$ cat config.mk
export PLATFORM = sky130hd
export DESIGN_NAME = maze_game_ctrl
export DESIGN_NICKNAME = d
export VERILOG_FILES = /design/src/rtl/maze_pkg.sv /design/src/rtl/maze_countdown.sv /design/src/rtl/maze_game_ctrl.sv
export SDC_FILE = /design/constraint.sdc
export NUM_CORES = 1
export LEC_CHECK = 0
export ABC_AREA = 1
export ABC_CLOCK_PERIOD_IN_PS = 3200
export BUFFER_PORTS_ARGS = -buffer_cell sky130_fd_sc_hd__buf_4
export CORE_ASPECT_RATIO = 0.9
export CORE_MARGIN = 1
export CORE_UTILIZATION = 60
export DETAILED_ROUTE_END_ITERATION = 16
export PLACE_DENSITY_LB_ADDON = 0.15
export SLEW_MARGIN = 20
export SYNTH_ARGS = -nofsm -noshare
export SYNTH_HDL_FRONTEND = slang
export SYNTH_SLANG_ARGS = --single-unit
$ cat constraint.sdc
create_clock -name clk -period 3.2 [get_ports clk]
set_clock_uncertainty 0.15 [all_clocks]
set_input_delay 0.32 -clock clk [delete_from_list [all_inputs] [get_ports clk]]
set_output_delay 0.32 -clock clk [all_outputs]
set_load 0.02 [all_outputs]
$ cat src/rtl/maze_pkg.sv
// Shared encodings for the maze game controller: game/move state enums,
// direction bit indices of the move-pulse bus, and a width helper.
package maze_pkg;

  typedef enum logic [2:0] {
    GS_MENU = 3'd0,
    GS_SHOW = 3'd1,
    GS_PLAY = 3'd2,
    GS_WON  = 3'd3,
    GS_LOST = 3'd4
  } game_state_t;

  typedef enum logic [1:0] {
    MV_IDLE  = 2'd0,
    MV_WAIT  = 2'd1,
    MV_CHECK = 2'd2
  } move_state_t;

  localparam int DIR_UP    = 0;
  localparam int DIR_DOWN  = 1;
  localparam int DIR_LEFT  = 2;
  localparam int DIR_RIGHT = 3;

  function automatic int max3(input int a, input int b, input int c);
    int m;
    m = (a > b) ? a : b;
    return (m > c) ? m : c;
  endfunction

endpackage

$ cat src/rtl/maze_countdown.sv
// Loadable down-counter for the show-map phase; zero_o flags the final cycle.
module maze_countdown #(
  parameter int W = 8
) (
  input  logic         clk_i,
  input  logic         rst_ni,
  input  logic         load_i,
  input  logic         dec_i,
  input  logic [W-1:0] load_val_i,
  output logic         zero_o
);

  logic [W-1:0] count_q, count_d;

  always_comb begin
    count_d = count_q;
    if (load_i) begin
      count_d = load_val_i;
    end else if (dec_i && (count_q != '0)) begin
      count_d = count_q - 1'b1;
    end
  end

  always_ff @(posedge clk_i) begin
    if (!rst_ni) begin
      count_q <= '0;
    end else begin
      count_q <= count_d;
    end
  end

  assign zero_o = (count_q == '0);

endmodule

$ cat src/rtl/maze_game_ctrl.sv
// Maze game controller: menu -> timed map preview -> play -> won/lost.
// Each accepted move pulse looks up the target row in an external 1-cycle ROM.
module maze_game_ctrl
  import maze_pkg::*;
#(
  parameter int MAP_W       = 30,
  parameter int MAP_H       = 21,
  parameter int START_X     = 0,
  parameter int START_Y     = 11,
  parameter int GOAL_X      = 29,
  parameter int GOAL_Y      = 9,
  parameter int MAX_STRIKES = 3,
  parameter int SHOW_EASY   = 500_000_000,
  parameter int SHOW_MED    = 250_000_000,
  parameter int SHOW_HARD   = 100_000_000,
  localparam int XW = $clog2(MAP_W),
  localparam int YW = $clog2(MAP_H),
  localparam int SW = $clog2(MAX_STRIKES + 1),
  localparam int TW = $clog2(max3(SHOW_EASY, SHOW_MED, SHOW_HARD)) + 1
) (
  input  logic             clk,
  input  logic             reset,
  input  logic             start,
  input  logic [1:0]       difficulty,
  input  logic [3:0]       scen,
  output logic [YW-1:0]    map_addr,
  input  logic [MAP_W-1:0] map_row,
  output logic [XW-1:0]    player_x,
  output logic [YW-1:0]    player_y,
  output logic             show_map,
  output logic [2:0]       game_state,
  output logic [SW-1:0]    strikes,
  output logic             won,
  output logic             lost,
  output logic [1:0]       move_state_dbg
);

  localparam logic [XW:0]   X_LAST  = (XW + 1)'(MAP_W - 1);
  localparam logic [YW:0]   Y_LAST  = (YW + 1)'(MAP_H - 1);
  localparam logic [SW-1:0] STR_MAX = SW'(MAX_STRIKES);

  game_state_t   state_q, state_d;
  move_state_t   mv_q, mv_d;
  logic [XW-1:0] px_q, px_d, tx_q, tx_d;
  logic [YW-1:0] py_q, py_d, ty_q, ty_d;
  logic [YW-1:0] addr_q, addr_d;
  logic [SW-1:0] str_q, str_d;
  logic          show_q, won_q, lost_q;

  logic          tmr_load, tmr_dec, tmr_zero;
  logic [TW-1:0] tmr_load_val;

  logic [XW:0]   cand_x;
  logic [YW:0]   cand_y;
  logic          cand_ok;

  maze_countdown #(.W(TW)) u_countdown (
    .clk_i      (clk),
    .rst_ni     (reset),
    .load_i     (tmr_load),
    .dec_i      (tmr_dec),
    .load_val_i (tmr_load_val),
    .zero_o     (tmr_zero)
  );

  // Target is one bit wider so a step off either edge shows up as > LAST.
  always_comb begin
    cand_x = {1'b0, px_q};
    cand_y = {1'b0, py_q};
    if (scen[DIR_UP]) begin
      cand_y = cand_y - 1'b1;
    end else if (scen[DIR_DOWN]) begin
      cand_y = cand_y + 1'b1;
    end else if (scen[DIR_LEFT]) begin
      cand_x = cand_x - 1'b1;
    end else if (scen[DIR_RIGHT]) begin
      cand_x = cand_x + 1'b1;
    end
    cand_ok = (scen != 4'd0) && (cand_x <= X_LAST) && (cand_y <= Y_LAST);
  end

  always_comb begin
    case (difficulty)
      2'd0:    tmr_load_val = TW'(SHOW_EASY - 1);
      2'd1:    tmr_load_val = TW'(SHOW_MED - 1);
      default: tmr_load_val = TW'(SHOW_HARD - 1);
    endcase
  end

  always_comb begin
    state_d  = state_q;
    mv_d     = mv_q;
    px_d     = px_q;
    py_d     = py_q;
    tx_d     = tx_q;
    ty_d     = ty_q;
    addr_d   = addr_q;
    str_d    = str_q;
    tmr_load = 1'b0;
    tmr_dec  = 1'b0;

    case (state_q)
      GS_MENU: begin
        if (start) begin
          state_d  = GS_SHOW;
          tmr_load = 1'b1;
          px_d     = XW'(START_X);
          py_d     = YW'(START_Y);
          str_d    = '0;
          mv_d     = MV_IDLE;
        end
      end
      GS_SHOW: begin
        tmr_dec = 1'b1;
        if (tmr_zero) state_d = GS_PLAY;
      end
      GS_PLAY: begin
        case (mv_q)
          MV_IDLE: begin
            if (cand_ok) begin
              tx_d   = cand_x[XW-1:0];
              ty_d   = cand_y[YW-1:0];
              addr_d = cand_y[YW-1:0];
              mv_d   = MV_WAIT;
            end
          end
          MV_WAIT: mv_d = MV_CHECK;
          MV_CHECK: begin
            mv_d = MV_IDLE;
            if (map_row[tx_q]) begin
              str_d = (str_q == STR_MAX) ? str_q : str_q + 1'b1;
              if (str_d == STR_MAX) state_d = GS_LOST;
            end else begin
              px_d = tx_q;
              py_d = ty_q;
              if ((tx_q == XW'(GOAL_X)) && (ty_q == YW'(GOAL_Y))) state_d = GS_WON;
            end
          end
          default: mv_d = MV_IDLE;
        endcase
      end
      GS_WON, GS_LOST: begin
        if (start) begin
          state_d = GS_MENU;
          px_d    = XW'(START_X);
          py_d    = YW'(START_Y);
          str_d   = '0;
        end
      end
      default: state_d = GS_MENU;
    endcase
  end

  always_ff @(posedge clk) begin
    if (!reset) begin
      state_q <= GS_MENU;
      mv_q    <= MV_IDLE;
      px_q    <= XW'(START_X);
      py_q    <= YW'(START_Y);
      tx_q    <= '0;
      ty_q    <= '0;
      addr_q  <= '0;
      str_q   <= '0;
      show_q  <= 1'b0;
      won_q   <= 1'b0;
      lost_q  <= 1'b0;
    end else begin
      state_q <= state_d;
      mv_q    <= mv_d;
      px_q    <= px_d;
      py_q    <= py_d;
      tx_q    <= tx_d;
      ty_q    <= ty_d;
      addr_q  <= addr_d;
      str_q   <= str_d;
      show_q  <= (state_d == GS_SHOW);
      won_q   <= (state_d == GS_WON);
      lost_q  <= (state_d == GS_LOST);
    end
  end

  assign map_addr       = addr_q;
  assign player_x       = px_q;
  assign player_y       = py_q;
  assign show_map       = show_q;
  assign game_state     = state_q;
  assign strikes        = str_q;
  assign won            = won_q;
  assign lost           = lost_q;
  assign move_state_dbg = mv_q;

endmodule

# ---- Yosys cells after proc, flatten, opt, wreduce, memory -nomap -nowiden
# Cells that the tools add are included.
dict set report word_totals {
  register_bits 60
  out_inout_bits 25
  wordCells 97
}
dict set report op_classes {
  add_sub_neg 6
  n_lt_le_gt_ge 3
  eq_ne 20
  mux 38
  reduce_logical 19
}
# op n
set op_table {}
lappend op_table {{$mux W30} 2}
lappend op_table {{$pmux W29 S2} 1}
lappend op_table {{$mux W6} 6}
lappend op_table {{$logic_not A30 Y1} 1}
lappend op_table {{$mux W5} 6}
lappend op_table {{$reduce_bool A30 Y1} 1}
lappend op_table {{$sub A30 B1 Y30 const B} 1}
lappend op_table {{$mux W3} 7}
lappend op_table {{$pmux W5 S2} 2}
lappend op_table {{$add A5 B1 Y6 const B} 2}
lappend op_table {{$le A6 B5 Y1 const B} 2}
lappend op_table {{$pmux W2 S2} 3}
lappend op_table {{$pmux W3 S4} 1}
lappend op_table {{$sub A5 B1 Y6 const B} 2}
lappend op_table {{$mux W2} 5}
lappend op_table {{$eq A3 B2 Y1 const B} 3}
lappend op_table {{$ne A2 B2 Y1 const B} 4}
lappend op_table {{$reduce_and A4 Y1} 2}
lappend op_table {{$eq A2 B2 Y1 const B} 3}
lappend op_table {{$eq A3 B1 Y1 const B} 2}
lappend op_table {{$eq A3 B3 Y1 const B} 2}
lappend op_table {{$lt A5 B6 Y1 const B} 1}
lappend op_table {{$reduce_and A3 Y1} 2}
lappend op_table {{$reduce_bool A2 Y1} 3}
lappend op_table {{14 further kinds} 22}

# ---- Depth between registers and ports, before layout
# Gate-level depths: netlist of run 1.
dict set report logic_depth {
  word_depth 11
  depth_mapped 15
  mapped_depth_nobuf 14
}

# ---- By module
# From an unflattened synthesis of run 1, not the netlist that was laid out.
dict set report unflattened {
  hier_cells 779
  hier_area_um2 4535.6
}
# mod instances cells_each area_per_inst_um2 seq_area_each_um2
set by_module_without_submodules {}
lappend by_module_without_submodules {maze_game_ctrl 1 395 2297.2 600.6}
lappend by_module_without_submodules {maze_countdown 1 384 2238.4 600.6}

# ---- Least setup slack after synthesis of run 1
# OpenSTA, ideal clock, no wires.
dict set report synth_timing {
  path_kind {flip-flop to flip-flop}
  from {register py_q[0], in the netlist player_y[0]}
  to {register tx_q[3]}
  arrival_time_ns 1.713
  t_required_ns 2.937
  setup_slack_ns 1.224
  path_stages_with_launch 14
  n_path_buf 1
  cell_sequence {dfxtp_1 inv_1 ha_1 nand3_1 nand2_1 inv_1 nand3_1 nand2_1 nand2_1 nand2_1 nand4_2 buf_4 nor2_1 nor2_1}
}
dict set report synth_via {
  elab_chain_cells 6
}
# element line_no
set synth_rtl {}
lappend synth_rtl {{from (decl)} maze_game_ctrl.sv:45} ;# logic [YW-1:0] py_q, py_d, ty_q, ty_d;
lappend synth_rtl {{from (signal assigned)} maze_game_ctrl.sv:159} ;# py_q <= YW'(START_Y);
lappend synth_rtl {{from (signal assigned)} maze_game_ctrl.sv:171} ;# py_q <= py_d;
lappend synth_rtl {{$add A5 B1 Y6} maze_game_ctrl.sv:73} ;# cand_y = cand_y + 1'b1;
lappend synth_rtl {{$mux W6} maze_game_ctrl.sv:72} ;# end else if (scen[DIR_DOWN]) begin
lappend synth_rtl {{$mux W6 (*)} maze_game_ctrl.sv:70} ;# if (scen[DIR_UP]) begin
lappend synth_rtl {{$le A6 B5 Y1 (*)} maze_game_ctrl.sv:79} ;# cand_ok = (scen != 4'd0) && (cand_x <= X_LAST) && (cand_y <= Y_LAST);
lappend synth_rtl {{$logic_and A1 B1 Y1 (*)} maze_game_ctrl.sv:79}
lappend synth_rtl {{$reduce_and A3 Y1 (no source line) (*)} n/a}
lappend synth_rtl {{to (signal assigned)} maze_game_ctrl.sv:172} ;# tx_q <= tx_d;
lappend synth_rtl {{to (decl)} maze_game_ctrl.sv:44} ;# logic [XW-1:0] px_q, px_d, tx_q, tx_d;
# Every way passes the cells marked *; elsewhere a longest branch is shown, timed or not.
# A chain may end at the register's enable or synchronous reset.

# ---- Worst setup path after layout of run 1
dict set report layout_timing {
  from {register tx_q[0]}
  to {register px_q[4], in the netlist player_x[4]}
}
dict set report layout_via {
  elab_chain_cells 4
}
# element line_no
set layout_rtl {}
lappend layout_rtl {{$bmux W1 S5} maze_game_ctrl.sv:130} ;# if (map_row[tx_q]) begin
lappend layout_rtl {{$mux W1 (not written as such)} maze_game_ctrl.sv:130}
lappend layout_rtl {{$ne A2 B2 Y1 (no source line)} n/a}
lappend layout_rtl {{$reduce_and A4 Y1 (no source line)} n/a}
lappend layout_rtl {{to (signal assigned)} maze_game_ctrl.sv:158} ;# px_q <= XW'(START_X);
lappend layout_rtl {{to (signal assigned)} maze_game_ctrl.sv:170} ;# px_q <= px_d;
lappend layout_rtl {{to (decl)} maze_game_ctrl.sv:44}
# No other way between the ends. The select of a mux whose other input is x is not followed.

==> summary.txt, run 1 <==
Outcome
  • Status: complete, no violations

Cells and area
  • Final core area utilization: 72.7%
  • Nets: 769
  • Share of cells above drive strength 1: 18.1%
  • Final instance area: 4810 µm²
  • Area grow syn2layout: 16.2%
  • Ant. Diodes: 0

GRT
  • Met2 Usage GRT: 48.0%
  • Vias in the first global route: 3912
  • Largest net degree at the start of global routing: 34
  • Global-route total usage across every layer: 32.1%
  • Antenna violations before repair: 0
  • Most used routing layer: met2
  • Met3 Usage GRT: 7.72%
  • First-pass GRT wire length: 17800 µm
  • Met1 Usage GRT: 44.7%
  • Gr ovfl total: 0

Route
  • Drt pass-1 iters: 5
  • Wire per inst: 13.5 µm
  • Final WL: 11000 µm
  • Via count: 4472
  • Vias per cell: 5.46
  • Antenna-violating nets left: 0
  • DRT iter0 DRCs: 445
  • Number of remaining DRC errors: 0

Synthesis
  • #FFs+latches synth: 60
  • Post-synth EDFFs: 0
  • Top-area cell type share of the netlist area: 29.0%
  • Adder-Cell Fraction of Synth Area: 1.51%
  • Leading cell types by total area after synthesis: dfxtp_1 29%, nand2_1 18%, nand3_1 8.3%, nor2_1 7.8%, inv_1 6.0%
  • Mux contribution to synthesized area: 0%
  • Seq/Total Area, Yosys: 29.0%
  • Most frequent cell after synthesis: nand2_1
  • Complex-gate fraction of the synthesized area: 10.2%
  • Post-synthesis xor/xnor area fraction: 3.81%
  • Yosys top cell by area: dfxtp_1
  • Mapped Area: 4140 µm²
  • Instance count of the mapped netlist: 667
  • Simple logic cell fraction of the synthesized area: 45.1%
  • Largest family of logic cells by synthesized area: simple AND/OR/NAND/NOR gates
  • Post-Syn Nets: 711
  • Ys flop type: dfxtp_1
  • Synth Area per Inst: 6.21 µm²
  • Ys async rst share: 0%
  • Commonest cells post-synth: 194 x nand2_1, 86 x nor2_1, 69 x nand3_1
  • Post-synthesis cell type count: 42
  • Yosys Warn Count: 0

Power
  • Clock power frac: 31.6%
  • Int Pwr: 1.39 mW
  • Gate power share: 28.0%
  • Total power: 2.16 mW
  • Power per Cell Area: 449 nW/µm²
  • Sequential power share: 40.4%
  • Sw frac: 35.5%
  • Worst VDD drop: 0.381 mV
  • Static leakage: 2.43 nW
  • Net Sw Power: 0.768 mW

Critical path
  • CP Launch Type: flip-flop
  • Reg-to-Reg Start: tx_q[0]
  • CP Max Fanout: 18
  • CP Class: flip-flop to flip-flop
  • Worst EP required: 3.33 ns
  • Crit path DAT: 2.51 ns
  • Crit Reg-Reg Endpoint: player_x[4]
  • Critical Path Sink: player_x[4]
  • R2r worst-path depth: 12
  • Slack of the worst reg-to-reg path: 0.83 ns
  • Crit path from: tx_q[0]
  • Crit end category: flip-flop

CTS
  • Clock latency on the worst-skew pair: 0.36 ns
  • H-tree levels: 3
  • Clock Path Buffers: 2
  • Post-CTS setup buffers: 0
  • Total CTS buffers: 9
  • Post_cts resized: 0
  • TritonCTS clock tree: built
  • Hold_buf cts: 0
  • CTS root buf: clkbuf_8
  • CTS sink cnt: 60
  • Worst-path clk slew: 0.07 ns

STA
  • Headroom to the max-slew limit: 50.4%
  • Tcrit/Tclk final: 74.1%
  • Unrepaired setup endpoints after global routing: no
  • Actual slew at the worst max-slew pin: 0.736 ns
  • Hold Vio Cnt, Final: 0
  • Final Setup Violations: 0
  • Setup TNS: 0 ns
  • Final Max Slew Viols: 0
  • Final min period: 2.37 ns
  • Max Freq: 422 MHz

Placed design
  • Final GP Congestion: 0.902
  • Placed cell area: 4620 µm²
  • IO Port Bufs: 63
  • Final HPWL DP: 7980 µm

Die
  • Die Area: 7240 µm²
  • Top Ports: 64
  • Initial core utilization: 62.6%
  • Vert. Die Dim: 80.8 µm
  • Standard-cell rows: 28
  • Core box area: 6620 µm²
  • Chip width: 89.6 µm

Worst hold path
  • HP Start: start
  • HP Class: primary input to flip-flop

Flow run
  • Max-Cap Viols: 0
-- power groups by stage --
stage / Combinational [mW] / Clock, mW / Sequential, mW
5_1_grt: 0.670 / 0.716 / 0.881
3_5_place_dp: 0.586 / 0 / 0.887
4_1_cts: 0.592 / 0.692 / 0.870
6_report: 0.605 / 0.683 / 0.873
3_3_place_gp: 0.572 / 0 / 0.884
2_1_floorplan: 0.416 / 0 / 0.888
-- worst min-delay path by stage --
stage / depth (start not counted) / to / slack (ns)
6_report: 4 / strikes[1] / 0.16
2_1_floorplan: 2 / u_countdown.count_q[1] / 0.30
3_5_place_dp: 2 / u_countdown.count_q[1] / 0.35
5_1_grt: 4 / strikes[1] / 0.20
4_1_cts: 4 / strikes[1] / 0.15
3_3_place_gp: 2 / u_countdown.count_q[1] / 0.32
-- state kept, by name (all words and copies together) (netlist names) --
name,count
strikes,2
won,1
player_x,5
map_addr,5
lost,1
move_state_dbg,2
show_map,1
game_state,3
player_y,5
u_countdown.count_q,30
tx_q,5
-- worst max-delay path, stage by stage, from the launching register on --
cell and delay [ns]:
dfxtp_1 0.73, inv_4 0.18, nand2_1 0.11, nand2_1 0.06, a21oi_1 0.12, nand3_1 0.10, nand3_1 0.12, nand2_2 0.09
nand2_2 0.20, nand2_2 0.19, nand2_1 0.11, nand2_1 0.05, nor2_1 0.10
-- cell type report --
type                       count  area (µm²)
clock inverter                 5        52.6
sequential                    60        1200
clock buffer                  10         138
tap                           90         113
inverter                      80         303
fill                         581        1810
timing repair buffer          66         495
multi-input combinational    508        2510
-- layer usage --
metal / share of wire, % / vias up
met5: 0 / -
met4: 1.8 / 0
met3: 8.4 / 22
met2: 44 / 194
met1: 46 / 2000
li1: - / 2256
-- layout by cell type, fill, tap and decap left out, types with 10 or more instances in the layout --
cell type / instances
nand2_1: 194
nor2_1: 86
nand3_1: 69
inv_1: 66
buf_4: 66
dfxtp_1: 60
o21ai_0: 27
a21oi_1: 25
inv_2: 12
nand4_1: 11
nor2_2: 11
nand2_2: 10
clkbuf_8: 10
-- kinds of logic (layout without fill, tap and decap cells) --
logic type,after synthesis,after routing
buffers and inverters,99,161
XOR/XNOR,18,18
AND/OR/NAND/NOR,409,409
AO/OA/AOI/OAI,76,76
flip-flops,60,60
adder cells (fa/ha/maj),5,5
-- stage by stage --
step	setup slack (ns)	cells	hold slack [ns]
after global routing	0.531	819	0.198
after global placement	0.871	804	0.322
after detailed placement	0.868	804	0.348
after floorplan	1.22	667	0.304
final	0.828	819	0.164
after CTS	0.844	819	0.154
No activity file was read; power rests on OpenSTA's default activity.
==> inputs of run 2 (changes only) <==
Settings changed: ABC_AREA 1 to 0, ABC_CLOCK_PERIOD_IN_PS 3200 to 2250, CORE_UTILIZATION 60 to 57.
Clock period 3.2 ns to 2.25 ns, I/O delays scaled along.
==> summary.txt, run 2 <==
CTS
  • Worst-path clk slew: 0.07 ns (about the same)
  • H-tree levels: 3 (unchanged)
  • Clock Path Buffers: 2 (unchanged)
  • CTS root buf: clkbuf_8
  • TritonCTS clock tree: built
  • Total CTS buffers: 9 (unchanged)
  • Clock latency on the worst-skew pair: 0.34 ns (-0.02 ns)
  • CTS sink cnt: 60 (unchanged)

Critical path
  • Slack of the worst reg-to-reg path: -0.03 ns (-0.86 ns)
  • Critical Path, Cell by Cell: or3b_1 > mux2_2 > a211oi_4 > o221a_2 > nand2_2 > buf_4 > o21ai_1
  • CP Launch Type: flip-flop
  • CP Class: flip-flop to flip-flop
  • Slowest cell on crit path: or3b_1
  • Crit end category: flip-flop
  • Crit path DAT: 2.40 ns (-0.11 ns)
  • Worst EP required: 2.36 ns (-0.97 ns)
  • CP Max Fanout: 5 (-13)
  • CP max stage delay: 0.41 ns (-0.32 ns)

GRT
  • Global-route total usage across every layer: 34.8% (+2.8 points)
  • Gr ovfl total: 0 (unchanged)
  • Vias in the first global route: 3947 (+0.89%)
  • First-pass GRT wire length: 18300 µm (+2.4%)
  • Antenna violations before repair: 0 (unchanged)
  • Largest net degree at the start of global routing: 28 (-18%)

Route
  • DRT iter0 DRCs: 430 (-3.4%)
  • Drt pass-1 iters: 5 (unchanged)
  • M1 WL: 4760 µm (-6.5%)
  • Number of remaining DRC errors: 0 (unchanged)
  • Routed met2 length: 5500 µm (+14%)
  • Final WL: 11800 µm (+6.7%)
  • Antenna-violating nets left: 0 (unchanged)
  • Via count: 4199 (-6.1%)
  • Wire per inst: 18.1 µm (+34%)
  • Vias per cell: 6.45 (+18%)
  • Max Used Layer: met4
  • Detail Route met3 WL: 1260 µm (+35%)

Die
  • Chip width: 86.8 µm (-3.1%)
  • Standard-cell rows: 27 (-3.6%)
  • Core box area: 6180 µm² (-6.6%)
  • Die Area: 6800 µm² (-6.0%)
  • Vert. Die Dim: 78.4 µm (-3.1%)
  • Top Ports: 64 (unchanged)
  • Initial core utilization: 59.7% (-2.8 points)

Synthesis
  • Seq/Total Area, Yosys: 32.5% (+3.5 points)
  • Post-synth EDFFs: 0 (unchanged)
  • #FFs+latches synth: 60 (unchanged)
  • Yosys top cell by area: dfxtp_1
  • Ys async rst share: 0% (unchanged)
  • Yosys Warn Count: 0 (unchanged)
  • Leading cell types by total area after synthesis: dfxtp_1 33%, a21oi_1 4.9%, nor2_1 4.2%, xnor2_1 3.3%, nand2_1 3.2%
  • Instance count of the mapped netlist: 434 (-35%)
  • Post-synthesis cell type count: 78 (+86%)
  • Post-Syn Nets: 478 (-33%)
  • Ys flop type: dfxtp_1
  • Most frequent cell after synthesis: dfxtp_1
  • Mapped Area: 3690 µm² (-11%)
  • Commonest cells post-synth: 60 x dfxtp_1, 41 x nor2_1, 36 x a21oi_1
  • Top-area cell type share of the netlist area: 32.5% (+3.5 points)
  • Synth Area per Inst: 8.51 µm² (+37%)

Placed design
  • Final GP Congestion: 0.925 (+2.6%)
  • IO Port Bufs: 63 (unchanged)
  • Final HPWL DP: 7720 µm (-3.2%)
  • Post-Place Cells: 622 (-23%)

Power
  • Sw frac: 29.4% (-6.2 points)
  • Net Sw Power: 0.819 mW (+6.6%)
  • Sequential power share: 41.7% (+1.3 points)
  • Clock power frac: 35.8% (+4.2 points)
  • Int Pwr: 1.97 mW (+41%)
  • Worst VDD drop: 0.284 mV (-26%)
  • Total power: 2.79 mW (+29%)
  • Power per Cell Area: 538 nW/µm² (+20%)
  • Gate power share: 22.5% (-5.5 points)
  • Static leakage: 2.10 nW (-13%)

STA
  • Final Max Slew Viols: 0 (unchanged)
  • Final setup margin: -0.0314 ns (-0.859 ns)
  • Headroom to the max-slew limit: 69.8% (+19 points)
  • Actual slew at the worst max-slew pin: 0.452 ns (-0.284 ns)
  • Unrepaired setup endpoints after global routing: yes
  • Max Freq: 438 MHz (+4.0%)
  • Final Setup Violations: 12 (+12)
  • Final min period: 2.28 ns (-0.0905 ns)
  • Tcrit/Tclk final: 101% (+27 points)
  • Hold Vio Cnt, Final: 0 (unchanged)

Outcome
  • Status: finished, violations left
  • Failing checks: setup timing

Cells and area
  • Fin cells: 651 (-21%)
  • Share of cells above drive strength 1: 39.2% (+21 points)
  • Max reg flops: 30 (unchanged)
  • Ant. Diodes: 0 (unchanged)
  • Area occupied by multi-input gates: 2550 µm² (+1.6%)
  • Largest Register: u_countdown.count_q
  • Nets: 603 (-22%)
  • Final core area utilization: 83.9% (+11 points)
  • Commonest cells after routing, fill and taps aside: 134 x buf_4, 52 x dfxtp_1, 40 x nor2_1
  • Filler instances: 336 (-42%)
  • Register area: 1220 µm² (+1.5%)
  • Commonest non-fill, non-tap cell in the layout: buf_4
  • Area grow syn2layout: 40.4%

Worst hold path
  • HP Class: primary input to flip-flop

Flow run
  • Max-Cap Viols: 0 (unchanged)
[run 2: critical path, delay by kind of cell (launching register included)]
kind	cells	cell delay, ns
mux	1	0.35
simple gates	2	0.52
buf+inv	1	0.17
flops	1	0.36
compound gates	3	0.65
[run 2: metal layers]
metal,global-route usage (%),up-vias
met3,6.94,41
met4,15.5,0
met2,54.9,295
met5,0,-
li1,-,1894
met1,46.0,1969
[run 2: per-stage QoR]
step	area, µm²	hold slack (ns)	setup WS, ns	TNS, ns
6_report	5180	0.0771	-0.0314	-0.122
5_1_grt	5180	0.0835	-0.109	-1.54
4_1_cts	5030	0.0601	-0.00928	-0.00928
3_5_place_dp	4640	0.323	-0.172	-2.48
3_3_place_gp	4640	0.325	-0.0883	-0.671
2_1_floorplan	3700	0.237	0.00117	0
[run 2: cells by family (layout without fill, tap and decap cells)]
kind of cell	after synthesis	count (layout)	synth area share, %
AO/OA/AOI/OAI	118	119	23.2
buffers and inverters	40	169	4.54
XOR/XNOR	26	26	6.17
adder cells (fa/ha/maj)	5	5	1.69
flip-flops	60	60	32.5
multiplexers	13	13	5.35
AND/OR/NAND/NOR	172	172	26.5
[run 2: what timing repair did]
| item | CTS | global route |
|---|---|---|
| hold buffers | 0 | 0 |
| setup buffers | 9 | 4 |
| gates cloned | 1 | 0 |
| gates resized for setup | 25 | 26 |
| pin swaps | 19 | 17 |
| endpoints found under the setup margin | 44 | 40 |
[run 2: final timing paths]
check	start	end	depth (start not counted)
worst max-delay path	player_y[0]	map_addr[1]	7
worst min-delay path	difficulty[1]	u_countdown.count_q[27]	4
worst max register to register	player_y[0]	map_addr[1]	7
worst min register to register	u_countdown.count_q[20]	u_countdown.count_q[20]	2
[run 2: final cells by class]
class | instances | area share, %
multi-input cells | 335 | 49.2
flip-flops and latches | 60 | 23.5
repair buffers | 136 | 20.0
clock buffers | 11 | 2.92
well taps | 87 | 2.10
inverters | 17 | 1.28
clock inverters | 5 | 0.965
[run 2: power groups by stage]
stage	Combinational, mW	Clock (mW)	Sequential, mW
2_1_floorplan	0.314	0	1.18
3_3_place_gp	0.522	0	1.18
3_5_place_dp	0.535	0	1.18
4_1_cts	0.578	0.994	1.16
5_1_grt	0.668	1.04	1.17
6_report	0.627	0.999	1.16
